**src/rtl/tl_pkg.sv**
```systemverilog
// ----------------------------------------------------------------------------
// tl_pkg
// Shared types and default parameter values for the traffic-light front end.
//   db_state_t        : debounce FSM state encoding
//   *_DEF localparams : default synchroniser depth, debounce time, phase length
// ----------------------------------------------------------------------------
package tl_pkg;

   typedef enum logic [1:0] {
      DB_REL,        // released and stable
      DB_PRE_PRESS,  // synced input went high, waiting for it to hold
      DB_PRESS,      // pressed and stable
      DB_PRE_REL     // synced input went low, waiting for it to hold
   } db_state_t;

   localparam int unsigned SYNC_STAGES_DEF     = 2;
   localparam int unsigned DEBOUNCE_CYCLES_DEF = 1_000_000;
   localparam int unsigned TICK_CYCLES_DEF     = 50_000_000;

endpackage

```
**src/rtl/tl_input_timer_if.sv**
```systemverilog
// ----------------------------------------------------------------------------
// tl_input_timer_if
// Signal bundle between the input/timer front end and the controller.
//   btn_raw    : raw button level into the front end
//   cntr_reset : synchronous timer restart from the controller
//   btn        : one-cycle pulse per debounced press
//   tick       : one-cycle pulse at the end of each interval
//   pressed    : debounced button level
// slave  = front-end side, master = controller / stimulus side.
// ----------------------------------------------------------------------------
interface tl_input_timer_if;

   logic btn_raw;
   logic cntr_reset;
   logic btn;
   logic tick;
   logic pressed;

   modport slave (
      input  btn_raw,
      input  cntr_reset,
      output btn,
      output tick,
      output pressed
   );

   modport master (
      output btn_raw,
      output cntr_reset,
      input  btn,
      input  tick,
      input  pressed
   );

endinterface

```
**src/rtl/tl_debounce.sv**
```systemverilog
// ----------------------------------------------------------------------------
// tl_debounce
// Synchronises an asynchronous button level and debounces it.
//   clk        in  : clock, all logic on posedge
//   res        in  : asynchronous active-high reset
//   din        in  : raw asynchronous level
//   level      out : debounced level, registered
//   rise_pulse out : one-cycle pulse when a press is accepted, registered
// A new level is accepted only once the synchronised input has held it long
// enough; any return to the old level during the wait restarts the decision.
// ----------------------------------------------------------------------------
module tl_debounce
   import tl_pkg::*;
#(
   parameter int unsigned SYNC_STAGES     = SYNC_STAGES_DEF,
   parameter int unsigned DEBOUNCE_CYCLES = DEBOUNCE_CYCLES_DEF
) (
   input  logic clk,
   input  logic res,
   input  logic din,
   output logic level,
   output logic rise_pulse
);

   localparam int unsigned CW = $clog2(DEBOUNCE_CYCLES);
   localparam logic [CW-1:0] CNT_LAST = CW'(DEBOUNCE_CYCLES - 1);

   logic [SYNC_STAGES-1:0] r_sync;
   logic                   w_s;

   db_state_t     r_state, w_state_nxt;
   logic [CW-1:0] r_cnt,   w_cnt_nxt;
   logic          r_level, w_level_nxt;
   logic          r_pulse, w_pulse_nxt;

   // Synchroniser chain; din enters at bit 0, the debouncer reads the far end.
   always_ff @(posedge clk or posedge res) begin
      if (res) r_sync <= '0;
      else     r_sync <= {r_sync[SYNC_STAGES-2:0], din};
   end

   assign w_s = r_sync[SYNC_STAGES-1];

   always_ff @(posedge clk or posedge res) begin
      if (res) begin
         r_state <= DB_REL;
         r_cnt   <= '0;
         r_level <= 1'b0;
         r_pulse <= 1'b0;
      end else begin
         r_state <= w_state_nxt;
         r_cnt   <= w_cnt_nxt;
         r_level <= w_level_nxt;
         r_pulse <= w_pulse_nxt;
      end
   end

   always_comb begin
      w_state_nxt = r_state;
      w_cnt_nxt   = r_cnt;
      w_level_nxt = r_level;
      w_pulse_nxt = 1'b0;
      case (r_state)
         DB_REL: begin
            if (w_s) begin
               w_state_nxt = DB_PRE_PRESS;
               w_cnt_nxt   = '0;
            end
         end
         DB_PRE_PRESS: begin
            // A bounce back to 0 beats the terminal count.
            if (!w_s) begin
               w_state_nxt = DB_REL;
            end else if (r_cnt == CNT_LAST) begin
               w_state_nxt = DB_PRESS;
               w_level_nxt = 1'b1;
               w_pulse_nxt = 1'b1;
            end else begin
               w_cnt_nxt = r_cnt + CW'(1);
            end
         end
         DB_PRESS: begin
            if (!w_s) begin
               w_state_nxt = DB_PRE_REL;
               w_cnt_nxt   = '0;
            end
         end
         DB_PRE_REL: begin
            // Release is silent: the level drops but no pulse is produced.
            if (w_s) begin
               w_state_nxt = DB_PRESS;
            end else if (r_cnt == CNT_LAST) begin
               w_state_nxt = DB_REL;
               w_level_nxt = 1'b0;
            end else begin
               w_cnt_nxt = r_cnt + CW'(1);
            end
         end
         default: begin
            w_state_nxt = DB_REL;
         end
      endcase
   end

   assign level      = r_level;
   assign rise_pulse = r_pulse;

endmodule

```
**src/rtl/tl_input_timer.sv**
```systemverilog
// ----------------------------------------------------------------------------
// tl_input_timer
// Front end of the traffic-light controller: debounced pedestrian button and
// the free-running phase tick.
//   clk  in : clock, all logic on posedge
//   res  in : asynchronous active-high reset
//   bus     : tl_input_timer_if.slave
//             btn_raw/cntr_reset in, btn/tick/pressed out (all registered)
// The button path and the timer are independent; btn and tick may pulse in
// the same cycle and the controller decides priority.
// ----------------------------------------------------------------------------
module tl_input_timer
   import tl_pkg::*;
#(
   parameter int unsigned SYNC_STAGES     = SYNC_STAGES_DEF,
   parameter int unsigned DEBOUNCE_CYCLES = DEBOUNCE_CYCLES_DEF,
   parameter int unsigned TICK_CYCLES     = TICK_CYCLES_DEF
) (
   input  logic            clk,
   input  logic            res,
   tl_input_timer_if.slave bus
);

   localparam int unsigned TW = $clog2(TICK_CYCLES);
   localparam logic [TW-1:0] TCNT_LAST = TW'(TICK_CYCLES - 1);

   logic          w_level;
   logic          w_rise;
   logic [TW-1:0] r_tcnt;
   logic          r_tick;

   tl_debounce #(
      .SYNC_STAGES     (SYNC_STAGES),
      .DEBOUNCE_CYCLES (DEBOUNCE_CYCLES)
   ) u_debounce (
      .clk        (clk),
      .res        (res),
      .din        (bus.btn_raw),
      .level      (w_level),
      .rise_pulse (w_rise)
   );

   // Interval timer. The restart has priority over the terminal count, so a
   // restart landing on the last count swallows that tick.
   always_ff @(posedge clk or posedge res) begin
      if (res) begin
         r_tcnt <= '0;
         r_tick <= 1'b0;
      end else if (bus.cntr_reset) begin
         r_tcnt <= '0;
         r_tick <= 1'b0;
      end else if (r_tcnt == TCNT_LAST) begin
         r_tcnt <= '0;
         r_tick <= 1'b1;
      end else begin
         r_tcnt <= r_tcnt + TW'(1);
         r_tick <= 1'b0;
      end
   end

   assign bus.btn     = w_rise;
   assign bus.pressed = w_level;
   assign bus.tick    = r_tick;

endmodule

```
**src/flat_wrapper.sv**
```systemverilog
// flat-port wrapper written by rule: the top's interface ports become plain ports
module tl_input_timer_flat import tl_pkg::*;
#(
   parameter int unsigned SYNC_STAGES     = SYNC_STAGES_DEF,
   parameter int unsigned DEBOUNCE_CYCLES = DEBOUNCE_CYCLES_DEF,
   parameter int unsigned TICK_CYCLES     = TICK_CYCLES_DEF
)
  (clk, res, bus_btn_raw, bus_cntr_reset, bus_btn, bus_tick, bus_pressed);
  tl_input_timer_if bus_i ();
  input  logic clk;
  input  logic res;
  input wire logic [$bits(bus_i.btn_raw)-1:0] bus_btn_raw;
  input wire logic [$bits(bus_i.cntr_reset)-1:0] bus_cntr_reset;
  output wire logic [$bits(bus_i.btn)-1:0] bus_btn;
  output wire logic [$bits(bus_i.tick)-1:0] bus_tick;
  output wire logic [$bits(bus_i.pressed)-1:0] bus_pressed;
  assign bus_i.btn_raw = bus_btn_raw;
  assign bus_i.cntr_reset = bus_cntr_reset;
  assign bus_btn = bus_i.btn;
  assign bus_tick = bus_i.tick;
  assign bus_pressed = bus_i.pressed;
  tl_input_timer #(.SYNC_STAGES(SYNC_STAGES), .DEBOUNCE_CYCLES(DEBOUNCE_CYCLES), .TICK_CYCLES(TICK_CYCLES)) u_core (.clk(clk), .res(res), .bus(bus_i));
endmodule
```
**config.mk**
```make
export PLATFORM = sky130hd
export DESIGN_NAME = tl_input_timer_flat
export DESIGN_NICKNAME = d
export VERILOG_FILES = /design/src/rtl/tl_pkg.sv /design/src/rtl/tl_input_timer_if.sv /design/src/rtl/tl_debounce.sv /design/src/rtl/tl_input_timer.sv /design/src/flat_wrapper.sv
export SDC_FILE = /design/constraint.sdc
export NUM_CORES = 1
export LEC_CHECK = 0
export CORE_ASPECT_RATIO = 2
export CORE_MARGIN = 3
export CORE_UTILIZATION = 30
export CTS_CLUSTER_SIZE = 40
export DETAILED_ROUTE_END_ITERATION = 8
export PLACE_DENSITY = 0.52
export SYNTH_ARGS = -nofsm -noshare
export SYNTH_HDL_FRONTEND = slang
export SYNTH_SLANG_ARGS = --single-unit
```
**constraint.sdc**
```tcl
create_clock -name clk -period 2.2 [get_ports clk]
set_clock_uncertainty 0.05 [all_clocks]
set_input_delay 0.33 -clock clk [delete_from_list [all_inputs] [get_ports clk]]
set_output_delay 0.33 -clock clk [all_outputs]
set_load 0.05 [all_outputs]
```
==> summary.md, run 1 <==
| Metric | Value |
|---|---|
| Endpoints failing hold | `0` |
| Net Sw Power | `0.452 mW` |
| WHS Path Cells | `0` |
| Clock slew at reported path FFs | `0.07 ns` |
| RSZ-0062 raised after global routing | `false` |
| Element type at the critical path start | `flop` |
| Internal power | `1.60 mW` |
| Final core utilization | `36.4%` |
| Cells after DPL | `~430` |
| Flop pwr share | `about half` |
| Synth async-reset ratio | `100%` |
| VDD IR max | `309 µV` |
| Initial antenna violation count | `0` |
| Total CTS buffers | `5` |
| Worst Reg-to-Reg Cells | `6` |
| Synth top area cells | `dfrtp_1, nand4_1, a21oi_1` |
| Vias per cell | `around 5.7` |
| Final net count | `about 340` |
| DR pass1 iterations | `4` |
| Post-synth EDFFs | `0` |
| Top cells by count, synth | `dfrtp_1, nor2_1, a21oi_1, nand2_1, nand4_1` |
| Die footprint | `11,000 µm²` |
| Num ports | `7` |
| ANT cells | `0` |
| Starting Density | `between 30% and 40%` |
| Largest stage delay, worst path | `0.48 ns` |
| Antenna Nets Post-Route | `0` |
| Cts hold-fix bufs | `0` |
| Synthesis Warnings | `0` |
| Hold/Removal Path Class | `reg -> reg` |
| Total Wirelength | `7490 µm` |
| Row count | `50` |
| H-tree depth | `2` |
| Vias in the first global route | `2,636` |
| Sw Share | `22.0%` |
| Primary FF master, synth | `dfrtp_1` |
| Worst hold endpoint | `u_core.u_debounce.r_sync[1]` |
| Reg2Reg Capture Point | `u_core.u_debounce.r_cnt[14]` |
| Critical path fanouts, max | `6` |
| CP Capture Type | `flop` |
| Lkg Pwr | `1.41 nW` |
| Fmax | `roughly 490 MHz` |
| CTS tree | `done` |
| Sinks on the clock net | `53` |
| CP required | `2.33 ns` |
| Routed vias | `approximately 2,500` |
| Die X | `75.6 µm` |
| Reg2reg start | `u_core.u_debounce.r_cnt[1]` |
| Largest net degree at the start of global routing | `54` |
| Total track usage | `14.9%` |
| Outcome | `completed` |
| Final Non-Filler Cells | `437` |
| Power, Total | `2.05 mW` |
| DR WL/cell | `17.1 µm` |
| Layout cell share with drive strength beyond 1 | `13.5%` |
| R2R setup slack | `0.15 ns` |
| Synth top area share | `between 40% and 50%` |
| Area grow syn2layout | `17.8%` |
| First-pass GRT wire length | `12,700 µm` |
| IO Port Bufs | `6` |
| RD Place Congestion | `between 0.8 and 0.9` |
| # resized after CTS | `0` |
| Clock Tree Buf Depth | `2` |
| Logic pwr share | `5.9%` |
| Rel. slew slack | `between 60% and 70%` |
| Final setup viols | `0` |
| Clk_lat worst skew | `0.29 ns` |
| Slew Limit Fails | `0` |
| Core ar. | `between 9000 and 10,000 µm²` |
| Starting DRT DRC Count | `138` |
| WP data arrival | `between 2 and 2.5 ns` |
| Yosys reg bits | `53` |
| Max-Cap Viols | `0` |
| Register area share after synthesis | `45.7%` |
| Clock share of power | `45.2%` |
| Period minus WS final | `2.05 ns` |
| Gate Count Post-Synth | `306` |
| Area leader, netlist | `dfrtp_1` |
| Period utilisation layout | `93.3%` |
| Synthesized area | `2900 µm²` |
| Most frequent cell after synthesis | `dfrtp_1` |
| Dpl hpwl | `5420 µm` |
| Slowest CP cell | `nor4_1` |
| Pwr dens | `about 600 nW/µm²` |
| DR DRC count | `0` |
| Setup bufs post-CTS | `0` |
| Die Height | `roughly 150 µm` |
| Post-synthesis net count | `312` |
| Fill cells | `965` |
| Post-Syn Area per Cell | `9.49 µm²` |
| Crit path cell chain | `ha_1 > nand3_4 > buf_4 > nor4_1 > a31oi_1 > a221o_1` |
| Type of the worst setup path | `reg -> reg` |
| Setup TNS Final | `0 ns` |
| Hold_ws | `0.302 ns` |
| Distinct cells, synth | `51` |
| Hold_sp | `u_core.u_debounce.r_sync[0]` |
| Root Driver | `clkbuf_16` |
| Slew @ Worst Pin | `0.534 ns` |
| GR Overflow Total | `0` |
worst max-delay path by stage:
stage | startpoint | to | slack, ns | depth (start not counted)
6_report | u_core.u_debounce.r_cnt[1] | u_core.u_debounce.r_cnt[14] | 0.15 | 6
5_1_grt | u_core.u_debounce.r_cnt[0] | u_core.u_debounce.r_cnt[14] | 0.005 | 6
4_1_cts | u_core.u_debounce.r_cnt[1] | u_core.u_debounce.r_cnt[14] | 0.16 | 6
3_5_place_dp | u_core.u_debounce.r_cnt[0] | u_core.u_debounce.r_cnt[14] | 0.17 | 6
3_3_place_gp | u_core.u_debounce.r_cnt[0] | u_core.u_debounce.r_cnt[14] | 0.22 | 6
2_1_floorplan | u_core.u_debounce.r_cnt[0] | u_core.u_debounce.r_cnt[4] | 0.19 | 7
through the flow:
stage,area [µm²],setup WS [ns]
detailed placement,3250,0.173
global placement,3250,0.221
global route,3420,0.00545
finish,3420,0.147
CTS,3420,0.156
floorplan,2900,0.194
cells in the final DEF, fill, tap and decap left out, types with 13 or more instances in the layout:
master / count
a21oi_1: 18
nand2_1: 18
nand3_1: 13
dfrtp_1: 53
inv_1: 13
nor2_1: 20
buf_4: 29
o21ai_0: 15
nand4_1: 17
area by class of cell:
type / count / area [µm²] / area share (%)
Multi-Input combinational cell: 221 / 1430 / 41.9
Sequential cell: 53 / 1330 / 38.8
Timing Repair Buffer: 36 / 298 / 8.71
Clock buffer: 7 / 143 / 4.17
Tap cell: 104 / 130 / 3.81
Inverter: 15 / 58.8 / 1.72
Clock inverter: 1 / 30.0 / 0.878
worst max-delay path: cells and delay by family (launching register included):
kind	cells	cell delay, ns
AND/OR/NAND/NOR	2	0.59
flip-flops	1	0.43
AO/OA/AOI/OAI	2	0.42
adder cells (fa/ha/maj)	1	0.27
buffers and inverters	1	0.18
cells by family after synthesis:
group	Yosys count	share of synthesized area, %
adder cells (fa/ha/maj)	2	0.862
AND/OR/NAND/NOR	130	26.2
multiplexers	4	1.38
XOR/XNOR	13	3.92
buffers and inverters	32	4.91
flip-flops	53	45.7
AO/OA/AOI/OAI	72	17.1
routing by layer:
metal | share of wire, % | vias up | track usage, %
met5 | 0 | - | 0
li1 | - | 1202 | -
met2 | 56 | 51 | 26.3
met3 | 2.6 | 24 | 2.50
met1 | 37 | 1219 | 16.1
met4 | 4.3 | 0 | 7.53
flip-flops by register name (all words and copies together) (netlist names), named ones only:
name,cells
u_core.r_tcnt,26
u_core.u_debounce.rise_pulse,1
u_core.u_debounce.r_sync,2
u_core.u_debounce.r_cnt,20
u_core.bus.tick,1
u_core.u_debounce.level,1
u_core.u_debounce.r_state,1
power groups by stage:
stage | combinational [mW] | clock, mW | sequential, mW
6_report | 0.121 | 0.928 | 1.01
5_1_grt | 0.137 | 0.986 | 1.01
4_1_cts | 0.123 | 0.959 | 1.01
3_5_place_dp | 0.123 | 0 | 1.02
3_3_place_gp | 0.123 | 0 | 1.02
2_1_floorplan | 0.0745 | 0 | 1.02
No activity file was read; power rests on OpenSTA's default activity.
==> run 2: changes to the inputs <==
--- a/config.mk
+++ b/config.mk
@@ -5,12 +5,12 @@
 export SDC_FILE = /design/constraint.sdc
 export NUM_CORES = 1
 export LEC_CHECK = 0
-export CORE_ASPECT_RATIO = 2
 export CORE_MARGIN = 3
 export CORE_UTILIZATION = 30
 export CTS_CLUSTER_SIZE = 40
 export DETAILED_ROUTE_END_ITERATION = 8
 export PLACE_DENSITY = 0.52
+export SKIP_LAST_GASP = 1
 export SYNTH_ARGS = -nofsm -noshare
 export SYNTH_HDL_FRONTEND = slang
 export SYNTH_SLANG_ARGS = --single-unit
==> run 2 against run 1 <==
  * Die area fell by 0.65%
  * Combinational power fell by 5%
  * Final cell count rose by 3.9%
  * Non-clock buffer count fell by 8
  * Critical endpoint is now u_core.u_debounce.r_cnt[4]
  * Largest power group unchanged
==> summary.md, run 2 (synthesis results as in run 1) <==
| Metric | Value |
|---|---|
| Pwr dens | `~520 nW/µm²` |
| H-tree depth | `2` |
| Vias in the first global route | `2,296` |
| Period minus WS final | `2.02 ns` |
| Starting Density | `31.1%` |
| Total Wirelength | `around 6700 µm` |
| Storage element area | `1330 µm²` |
| ANT cells | `0` |
| Hold/Removal Path Class | `in -> async` |
| Clock slew at reported path FFs | `0.10 ns` |
| DR DRC count | `0` |
| Core ar. | `9330 µm²` |
| Largest regs | `u_core.r_tcnt (26), u_core.u_debounce.r_cnt (20), u_core.u_debounce.r_sync (2)` |
| R2R setup slack | `about 0.18 ns` |
| Total CTS buffers | `5` |
| Final Non-Filler Cells | `roughly 450` |
| Cell area after layout | `about 3300 µm²` |
| Largest Register | `u_core.r_tcnt` |
| Die X | `104 µm` |
| Fill cells | `970` |
| Antenna Nets Post-Route | `0` |
| Commonest non-fill, non-tap cell in the layout | `dfrtp_1` |
| Critical path fanouts, max | `8` |
| Total track usage | `approximately 13%` |
| Vias per cell | `5.39` |
| Routed vias | `2,448` |
| CTS tree | `done` |
| Row count | `35` |
| Area taken by multi-input logic gates | `1430 µm²` |
| WP data arrival | `2.18 ns` |
| Rel. slew slack | `between 60% and 70%` |
| Layout cell share with drive strength beyond 1 | `between 10% and 20%` |
| Cells after DPL | `about 450` |
| Slew Limit Fails | `0` |
| Dpl hpwl | `4690 µm` |
| Die Height | `104 µm` |
| Power, Total | `1.71 mW` |
| Initial antenna violation count | `0` |
| Die footprint | `between 10,000 and 15,000 µm²` |
| Area grow syn2layout | `14.2%` |
| Element type at the critical path start | `flop` |
| Type of the worst setup path | `reg -> reg` |
| Sinks on the clock net | `53` |
| Clk_lat worst skew | `0.31 ns` |
| # resized after CTS | `0` |
| Commonest non-fill, non-tap cells in the layout | `dfrtp_1, buf_4, nor2_1` |
| Starting DRT DRC Count | `87` |
| Root Driver | `clkbuf_8` |
| First-pass GRT wire length | `11,400 µm` |
| RD Place Congestion | `0.871` |
| PnR worst setup slack | `~0.18 ns` |
| CP required | `about 2.4 ns` |
| Endpoints failing hold | `0` |
| Final setup viols | `0` |
| Outcome | `completed` |
| Final net count | `330` |
| Num ports | `7` |
| Largest net degree at the start of global routing | `38` |
| DR pass1 iterations | `4` |
| Largest register FFs | `26` |
| VDD IR max | `254 µV` |
| Setup WS pre-CTS | `0.200 ns` |
| RSZ-0062 raised after global routing | `false` |
| Setup TNS Final | `0 ns` |
| DR WL/cell | `about 15 µm` |
| Lkg Pwr | `between 1 and 1.5 nW` |
| Setup bufs post-CTS | `0` |
| Area post-placement | `3220 µm²` |
| Cts hold-fix bufs | `0` |
| Fmax | `a little under 500 MHz` |
| GR Overflow Total | `0` |
| IO Port Bufs | `6` |
| Worst Reg-to-Reg Cells | `6` |
| Slew @ Worst Pin | `about 0.49 ns` |
| CP Capture Type | `flop` |
| Period utilisation layout | `92.0%` |
| Clock Tree Buf Depth | `2` |
| Max-Cap Viols | `0` |
## run 2: cell types whose count changed in the layout (fill, tap and decap cells not counted), sizes merged
cell,previous run,this run
bufinv,1,0
clkinv,0,2
clkbuf,7,6
buf,30,22
## run 2: metal layers
metal / GRT usage (%) / up-vias / wire (µm)
met1: 18.0 / 1196 / 3390
li1: - / 1194 / -
met2: 19.0 / 54 / 2960
met3: 2.17 / 4 / 266
met4: 4.65 / 0 / 42
met5: 0 / - / 0
## run 2: layout make-up
class                   count  share of cell area [%]
flip-flops and latches     53                    40.0
clock inverters             2                   0.415
well taps                 129                    4.87
repair buffers             28                    7.17
multi-input cells         221                    43.3
clock buffers               6                    2.49
inverters                  15                    1.77
## run 2: worst paths after layout
check / startpoint / end
worst max-delay path: u_core.u_debounce.r_cnt[1] / u_core.u_debounce.r_cnt[4]
worst min-delay path: res / u_core.u_debounce.r_sync[0]
worst max register to register: u_core.u_debounce.r_cnt[1] / u_core.u_debounce.r_cnt[4]
worst min register to register: u_core.u_debounce.r_sync[0] / u_core.u_debounce.r_sync[1]
max in group asynchronous: res / u_core.u_debounce.r_cnt[8]
min in group clk: u_core.u_debounce.r_sync[0] / u_core.u_debounce.r_sync[1]
## run 2: power breakdown
part | switching [mW] | internal (mW)
clock network | 0.337 | 0.256
registers | 0.0180 | 0.988
logic | 0.0735 | 0.0414
total | 0.428 | 1.29
## run 2: critical path, cell delays in order, from the launching register on
cell,delay (ns)
dfrtp_1,0.44
ha_1,0.27
nand3_4,0.10
or3_1,0.50
o21ai_4,0.23
inv_4,0.09
a32o_1,0.25
## run 2: metrics by stage
step	util, %	hold slack, ns
finish	35.5	0.259
global route	35.5	0.284
CTS	35.5	0.266
detailed placement	34.5	0.287
global placement	34.5	0.286
floorplan	-	0.281
==> run 3: changes to the inputs <==
--- a/config.mk
+++ b/config.mk
@@ -5,11 +5,13 @@
 export SDC_FILE = /design/constraint.sdc
 export NUM_CORES = 1
 export LEC_CHECK = 0
+export CELL_PAD_IN_SITES_DETAIL_PLACEMENT = 2
+export CELL_PAD_IN_SITES_GLOBAL_PLACEMENT = 2
 export CORE_MARGIN = 3
 export CORE_UTILIZATION = 30
 export CTS_CLUSTER_SIZE = 40
 export DETAILED_ROUTE_END_ITERATION = 8
-export PLACE_DENSITY = 0.52
+export PLACE_DENSITY = 0.69
 export SKIP_LAST_GASP = 1
 export SYNTH_ARGS = -nofsm -noshare
 export SYNTH_HDL_FRONTEND = slang
==> run 3 against run 2 <==
  * Total power up 5.0%
  * Combinational power up 3%
  * Non-clock buffer count up 4
  * Sequential share of layout area down 0.64 points
  * First-iteration DRC count down 29%
  * Largest power group unchanged
==> summary.md, run 3 (synthesis results as in run 1) <==
| Metric | Value |
|---|---|
| Reg2reg start | `u_core.u_debounce.r_cnt[0]` |
| Antenna Nets Post-Route | `0` |
| Initial antenna violation count | `0` |
| Clock Tree Buf Depth | `2` |
| DR WL/cell | `17.9 µm` |
| PnR worst setup slack | `between 0.15 and 0.2 ns` |
| Period utilisation layout | `between 90 and 100%` |
| Die footprint | `10,900 µm²` |
| Rel. slew slack | `between 50% and 60%` |
| Storage element area | `1330 µm²` |
| Area taken by multi-input logic gates | `between 1000 and 1500 µm²` |
| Total track usage | `16.2%` |
| Clock share of power | `between 30% and 40%` |
| Pwr dens | `534 nW/µm²` |
| Row count | `35` |
| Internal power | `roughly 1.4 mW` |
| Sinks on the clock net | `between 50 and 60` |
| Dpl hpwl | `between 5000 and 6000 µm` |
| Period minus WS final | `2.05 ns` |
| Root Driver | `clkbuf_8` |
| CP Capture Type | `flop` |
| Commonest non-fill, non-tap cells in the layout | `dfrtp_1, buf_4, nor2_1` |
| Final net count | `about 330` |
| DR pass1 iterations | `4` |
| Total Wirelength | `8190 µm` |
| Logic pwr share | `under 10%` |
| Cell area after layout | `roughly 3400 µm²` |
| Largest net degree at the start of global routing | `38` |
| ANT cells | `0` |
| Largest register FFs | `26` |
| Area grow syn2layout | `16.0%` |
| CTS tree | `done` |
| Num ports | `7` |
| Die Height | `104 µm` |
| Lkg Pwr | `1.36 nW` |
| Outcome | `completed` |
| Vias per cell | `5.54` |
| Largest Register | `u_core.r_tcnt` |
| Final setup viols | `0` |
| CP required | `~2.4 ns` |
| Hold/Removal Path Class | `in -> async` |
| Starting DRT DRC Count | `62` |
| Setup TNS Final | `0 ns` |
| Clock slew at reported path FFs | `0.10 ns` |
| Total CTS buffers | `5` |
| Die X | `104 µm` |
| Critical path fanouts, max | `8` |
| RSZ-0062 raised after global routing | `true` |
| Flop pwr share | `55.9%` |
| Core ar. | `9330 µm²` |
| Largest regs | `u_core.r_tcnt (26), u_core.u_debounce.r_cnt (20), u_core.u_debounce.r_sync (2)` |
| Element type at the critical path start | `flop` |
| Vias in the first global route | `2,743` |
| Fill cells | `1,032` |
| Endpoints failing hold | `0` |
| Commonest non-fill, non-tap cell in the layout | `dfrtp_1` |
| Slew @ Worst Pin | `0.616 ns` |
| Slew Limit Fails | `0` |
| Final core utilization | `a little over a third` |
| Clk_lat worst skew | `0.31 ns` |
| Cts hold-fix bufs | `0` |
| Area post-placement | `3250 µm²` |
| DR DRC count | `0` |
| IO Port Bufs | `6` |
| Setup WS pre-CTS | `0.129 ns` |
| VDD IR max | `221 µV` |
| Sw Share | `around a quarter` |
| RD Place Congestion | `0.784` |
| CP Launch Point | `u_core.u_debounce.r_cnt[0]` |
| Max-Cap Viols | `0` |
| H-tree depth | `2` |
| Fmax | `488 MHz` |
| Net Sw Power | `0.433 mW` |
| WP data arrival | `2.20 ns` |
| Routed vias | `around 2,500` |
| Type of the worst setup path | `reg -> reg` |
| GR Overflow Total | `0` |
| Layout cell share with drive strength beyond 1 | `13.1%` |
| First-pass GRT wire length | `between 10,000 and 15,000 µm` |
| Starting Density | `between 30% and 40%` |
## run 3: cell types whose count changed in the layout (fill, tap and decap cells not counted), sizes merged
| cell | delta |
|---|---|
| buf | +4 |
| bufinv | +1 |
| clkbuf | -1 |
| clkinv | -2 |
| inv | +1 |
## run 3: path summary, 6_finish.rpt
path | slack (ns) | endpoint | cells after the start
worst min register to register | 0.32 | u_core.u_debounce.r_sync[1] | 0
worst max-delay path | 0.15 | u_core.u_debounce.r_cnt[4] | 6
worst min-delay path | 0.26 | u_core.r_tcnt[12] | 2
max in group asynchronous | 1.30 | u_core.u_debounce.r_cnt[1] | 3
worst max register to register | 0.15 | u_core.u_debounce.r_cnt[4] | 6
min in group clk | 0.32 | u_core.u_debounce.r_sync[1] | 0
## run 3: repair_timing
action | in CTS | in global routing
endpoints found under the setup margin | 0 | 4
resized for setup | 0 | 2
buffers inserted | 0 | 0
## run 3: routing by layer
layer	GRT usage, %	routed length (µm)
met5	0	0
met1	20.5	3720
met4	3.80	35
met2	29.2	4300
met3	2.11	131
## run 3: final cells by class
class / count / area share (%)
repair buffers: 32 / 7.95
clock buffers: 5 / 2.04
multi-input cells: 221 / 42.9
inverters: 15 / 1.75
clock inverters: 2 / 1.15
flip-flops and latches: 53 / 39.4
well taps: 129 / 4.79
## run 3: metrics by stage
| step | power, mW | hold slack [ns] | instances |
|---|---|---|---|
| 2_1_floorplan | 1.10 | 0.281 | 306 |
| 3_3_place_gp | 1.14 | 0.291 | 450 |
| 3_5_place_dp | 1.15 | 0.297 | 450 |
| 4_1_cts | 1.84 | 0.261 | 457 |
| 5_1_grt | 1.89 | 0.282 | 457 |
| 6_report | 1.80 | 0.255 | 457 |
## run 3: critical path: stages (launching register included)
cell     delay, ns
dfrtp_1       0.44
ha_1          0.26
nand3_4       0.11
or3_1         0.51
o21ai_4       0.24
inv_4         0.08
a32o_1        0.25
## run 3: power groups by stage
stage	registers [mW]	logic (mW)	clock network, mW
6_report	1.01	0.119	0.675
5_1_grt	1.01	0.136	0.741
4_1_cts	1.01	0.123	0.707
3_5_place_dp	1.03	0.123	0
3_3_place_gp	1.02	0.121	0
2_1_floorplan	1.02	0.0745	0
